File: config.mk
export PLATFORM = sky130hd
export DESIGN_NAME = wb_stage
export DESIGN_NICKNAME = d
export VERILOG_FILES = /design/src/rtl/wb_stage.sv
export SDC_FILE = /design/constraint.sdc
export NUM_CORES = 1
export LEC_CHECK = 0
export ABC_AREA = 1
export CORE_MARGIN = 3
export CORE_UTILIZATION = 45
export DETAILED_ROUTE_END_ITERATION = 6
export PLACE_DENSITY = 0.81
export SYNTH_ARGS = -nofsm -noshare
export SYNTH_HDL_FRONTEND = slang
export SYNTH_SLANG_ARGS = --single-unit
export TNS_END_PERCENT = 1
File: constraint.sdc
create_clock -name clk -period 5 [get_ports clk]
set_input_delay 1 -clock clk [delete_from_list [all_inputs] [get_ports clk]]
set_output_delay 1 -clock clk [all_outputs]
set_load 0.01 [all_outputs]
File: src/rtl/wb_stage.sv
// wb_stage: writeback stage between the ALU result path and the register-file
// write port. Beats of {opcode, result, rd} are accepted over a valid/ready
// handshake into a 2-entry in-order queue. Whether each beat writes back is
// decoded from its opcode at accept time and stored with the entry. The head
// entry drives a single stallable register-file write port and the forwarding
// outputs. A commit counter and a zero flag track completed writes.
//
// Ports:
//   clk, rst                  clock, asynchronous active-high reset
//   in_valid/in_ready         upstream handshake
//   in_opcode/result/rd       beat payload (ignored while in_valid=0)
//   rf_we/waddr/wdata         register-file write request from the head entry
//   rf_ready                  register file accepts the write this cycle
//   fwd_valid/rd/data         forwarding view of the oldest pending write
//   z_flag                    last committed write data was zero
//   wb_count                  number of committed writes (wraps)
module wb_stage #(
  parameter int DATA_W  = 16,
  parameter int RADDR_W = 3,
  parameter int OPC_W   = 4
) (
  input  logic               clk,
  input  logic               rst,
  input  logic               in_valid,
  output logic               in_ready,
  input  logic [OPC_W-1:0]   in_opcode,
  input  logic [DATA_W-1:0]  in_result,
  input  logic [RADDR_W-1:0] in_rd,
  output logic               rf_we,
  output logic [RADDR_W-1:0] rf_waddr,
  output logic [DATA_W-1:0]  rf_wdata,
  input  logic               rf_ready,
  output logic               fwd_valid,
  output logic [RADDR_W-1:0] fwd_rd,
  output logic [DATA_W-1:0]  fwd_data,
  output logic               z_flag,
  output logic [15:0]        wb_count
);

  typedef enum logic [1:0] {
    EMPTY = 2'd0,
    ONE   = 2'd1,
    TWO   = 2'd2
  } state_t;

  // Opcodes 0x0-0x7 and 0xB write back; everything else retires silently.
  function automatic logic dec_we(input logic [OPC_W-1:0] op);
    logic we;
    case (op)
      4'h0, 4'h1, 4'h2, 4'h3,
      4'h4, 4'h5, 4'h6, 4'h7,
      4'hB:    we = 1'b1;
      default: we = 1'b0;
    endcase
    return we;
  endfunction

  state_t              r_state;
  // Slot 0 is always the head; slot 1 only holds data in state TWO.
  logic                r_we0;
  logic                r_we1;
  logic [DATA_W-1:0]   r_res0;
  logic [DATA_W-1:0]   r_res1;
  logic [RADDR_W-1:0]  r_rd0;
  logic [RADDR_W-1:0]  r_rd1;
  logic [15:0]         r_wb_count;
  logic                r_z_flag;

  logic                w_head_valid;
  logic                w_push;
  logic                w_pop;
  logic                w_commit;
  logic                w_in_we;

  // Handshake, pop decision and head-driven outputs.
  always_comb begin
    w_head_valid = (r_state != EMPTY);
    // in_ready depends on registered state only, never on rf_ready.
    in_ready     = (r_state != TWO);
    w_push       = in_valid && in_ready;
    w_in_we      = dec_we(in_opcode);
    // A non-writing head retires unconditionally; a writing head waits for rf_ready.
    w_pop        = w_head_valid && (!r_we0 || rf_ready);
    rf_we        = w_head_valid && r_we0;
    w_commit     = rf_we && rf_ready;
    if (w_head_valid) begin
      rf_waddr = r_rd0;
      rf_wdata = r_res0;
    end else begin
      rf_waddr = {RADDR_W{1'b0}};
      rf_wdata = {DATA_W{1'b0}};
    end
    fwd_valid = rf_we;
    fwd_rd    = rf_waddr;
    fwd_data  = rf_wdata;
    z_flag    = r_z_flag;
    wb_count  = r_wb_count;
  end

  // Occupancy FSM, queue storage, commit counter and zero flag.
  always_ff @(posedge clk or posedge rst) begin
    if (rst) begin
      r_state    <= EMPTY;
      r_we0      <= 1'b0;
      r_we1      <= 1'b0;
      r_res0     <= {DATA_W{1'b0}};
      r_res1     <= {DATA_W{1'b0}};
      r_rd0      <= {RADDR_W{1'b0}};
      r_rd1      <= {RADDR_W{1'b0}};
      r_wb_count <= 16'h0000;
      r_z_flag   <= 1'b0;
    end else begin
      case (r_state)
        EMPTY: begin
          if (w_push) begin
            r_we0   <= w_in_we;
            r_res0  <= in_result;
            r_rd0   <= in_rd;
            r_state <= ONE;
          end else begin
            r_state <= EMPTY;
          end
        end
        ONE: begin
          case ({w_push, w_pop})
            2'b10: begin
              r_we1   <= w_in_we;
              r_res1  <= in_result;
              r_rd1   <= in_rd;
              r_state <= TWO;
            end
            2'b01: r_state <= EMPTY;
            // Simultaneous push and pop: the new beat replaces the head.
            2'b11: begin
              r_we0   <= w_in_we;
              r_res0  <= in_result;
              r_rd0   <= in_rd;
              r_state <= ONE;
            end
            default: r_state <= ONE;
          endcase
        end
        TWO: begin
          if (w_pop) begin
            r_we0   <= r_we1;
            r_res0  <= r_res1;
            r_rd0   <= r_rd1;
            r_state <= ONE;
          end else begin
            r_state <= TWO;
          end
        end
        default: r_state <= EMPTY;
      endcase

      if (w_commit) begin
        r_wb_count <= r_wb_count + 16'd1;
        r_z_flag   <= (rf_wdata == {DATA_W{1'b0}});
      end
    end
  end

endmodule

==> impl_results.md <==
- Worst-Skew Late Latency: 0.34 ns
- Max-slew violation count: 0
- MaxCap Viol Count: 0
- Deepest clock path buffer count: 2
- CTS tree: yes
- Fmax: 286 MHz
- Fin worst setup slack: 1.50 ns
- Total Wirelength: 7.19 mm
- Tmin final: 3.50 ns
- Per-cell routed wire length: 13.0 um
- Final Core Density: 0.625
- Fin. Hold Viols: 0
- Crit end category: primary output
- Compound-Gate Fraction of Synth Area: 0.110
- Largest area contributor in the netlist: dfrtp_1
- XOR/XNOR Fraction of Synth Area: 0.0281
- Power consumption: 2.40 mW
- DR DRC count: 0
- Site row count: 29
- Cts bufs inserted: 9
- Yosys top cell area share: 0.474
- Syn avg cell area: 7.65 um2
- Critical Path Max Stage Delay: 0.63 ns
- Placed cells: 538
- CP startpoint kind: register
- Most frequent cells after synthesis: 101 x nand2_1, 59 x dfrtp_1, 59 x inv_1
- Fin area: 0.00408 mm2
- Post-Synth Simple-Gate Area: 0.232
- Nets@finish: 502
- Synth async-reset ratio: 1.00
- Register Area: 0.00148 mm2
- Post-route ant nets: 0
- Die ar.: 0.00795 mm2
- Chip width: 89.2 um
- Cts repair resizes: 0
- Adder-Cell Fraction of Synth Area: 0.0121
- Ports: 85
- Root Driver: clkbuf_8
- Sequential area share after synthesis: 0.474
- Post-Synthesis Cells: 407
- Actual slew at the worst max-slew pin: 0.796 ns
- CP bufs+invs: 2
- Final worst-path cycle share: 0.699
- Via count: 2696
- Placed Area: 0.00385 mm2
- Yosys warning count: 0
- Synth Net Count: 437
- CTS clk-pin slew, worst paths: 0.07 ns
- Post-synth EDFFs: 0
- Worst EP arrival: 2.50 ns
- Initial antenna violation count: 0
- Top cell family by delay on the critical path: buffers and inverters
- Initial DRC count: 132
- CORE AREA: 0.00653 mm2
- Cts hold-fix bufs: 0
- Crit-path max FO: 23
- Crit path kind: reg -> out
- Starting density of the core: 0.476
- Power Density: 589 mW/mm2
- Unrepaired setup endpoints after global routing: false
- Global-route wire length before repair: 12.0 mm
- # fillers: 565
- Placement Setup Slack: 1.88 ns
- Setup violations, final: 0
- Clk_skew: 0.00947 ns
- Diode count: 0
- Setup Buffers After CTS: 0
- Vias in the first global route: 2576
- Gp weighted congestion: 0.877
- Main synth FF type: dfrtp_1
- Area grow syn2layout: 31.2%
- Share of post-route cells with drive strength above 1: 0.0608
- Post-route setup TNS: 0 ns
- Yosys cell types: 26
- Leak: 1.99 nW
- Fin Hold WS: 0.491 ns
- Post-Syn Area: 0.00311 mm2
- Port Buffer Count: 84
- Multi-input gate area: 0.00119 mm2
- Post-synthesis mux area share: 0
- Crit-path cells: nor2_2 -> inv_1 -> clkdlybuf4s50_1
- Slew HR: 0.469
- Top cells by area, synth: dfrtp_1 47%, nand2_1 12%, inv_1 7.1%
- Worst EP required: 4.00 ns
- HP Class: reg -> reg
- Most common cell in the netlist: nand2_1
- Status: finished clean
- Post-DP HPWL: 5.31 mm
- Global route overflow: 0
- # clock sinks: 59
- Max H-tree Level: 3
- Vias per inst: 4.87
- Largest net degree at the start of global routing: 44
- Largest family of logic cells by synthesized area: simple AND/OR/NAND/NOR gates
- VDD IR-drop max: 330 uV
- Final std cells w/o fill: 554
- TritonRoute pass-1 iters: 4
- Die Ht: 89.2 um
- Number of synthesized register bits: 59
- Slowest CP cell: nor2_2
- Gr usage total: 0.198
==> tightest hold or removal path: stages, from the launching register on <==
cell and delay [ns]:
dfrtp_1 0.34, nand2_1 0.05, o21ai_0 0.06
==> flip-flops by register name, summed over array words and instances, names as in the netlist <==
name and count:
r_res0 16, r_res1 16, wb_count 16, r_rd0 3
r_rd1 3, r_state 2, r_we0 1, r_we1 1
z_flag 1
==> layer usage <==
metal / wire length, um / global-route usage / vias to the layer above / part of all wire
li1: - / - / 1372 / -
met4: 178 / 0.0961 / 0 / 0.025
met2: 3440 / 0.318 / 81 / 0.48
met1: 3210 / 0.258 / 1229 / 0.45
met3: 355 / 0.0369 / 14 / 0.049
met5: 0 / 0 / - / 0
==> cell usage in the layout, fill, tap and decap left out, types with 2 or more instances in the layout <==
| cell | count |
|---|---|
| nand4_1 | 4 |
| nor2_2 | 3 |
| buf_4 | 2 |
| clkbuf_8 | 11 |
| a21oi_1 | 9 |
| xnor2_1 | 5 |
| dfrtp_1 | 59 |
| inv_1 | 58 |
| ha_1 | 3 |
| inv_2 | 5 |
| nor3_1 | 4 |
| nand2_1 | 101 |
| o21ai_1 | 18 |
| nor2_1 | 45 |
| xor2_1 | 5 |
| o211ai_1 | 3 |
| clkdlybuf4s50_1 | 84 |
| o21ai_0 | 34 |
| bufinv_16 | 2 |
| nand3_1 | 13 |
==> final timing paths <==
kind	startpoint	to	slack, ns	cells after the start
max	r_state[0]	in_ready	1.50	3
min	r_res1[6]	r_res1[6]	0.49	2
max reg2reg	r_state[0]	r_res0[1]	2.61	9
min reg2reg	r_res1[6]	r_res1[6]	0.49	2
max in group asynchronous	rst	r_res1[8]	3.18	3
min in group asynchronous	rst	wb_count[3]	0.95	2
==> kinds of logic after synthesis <==
group	Yosys count
simple gates	174
xor+xnor	10
buf+inv	95
compound gates	66
fa+ha+maj	3
flops	59
==> where the power goes <==
group          leakage (nW)  internal, mW  total, mW  switching [mW]
clock network         0.113         0.307      0.497           0.189
logic                  1.15         0.512       1.14           0.629
registers             0.726         0.661      0.766           0.105
==> area by class of cell <==
cell class              instances  share of cell area
clock buffers                  12              0.0380
clock inverters                 4              0.0178
inverters                      63              0.0579
multi-input cells             253               0.291
flip-flops and latches         59               0.362
well taps                      77              0.0236
repair buffers                 86               0.210
No activity file was read; power rests on OpenSTA's default activity.
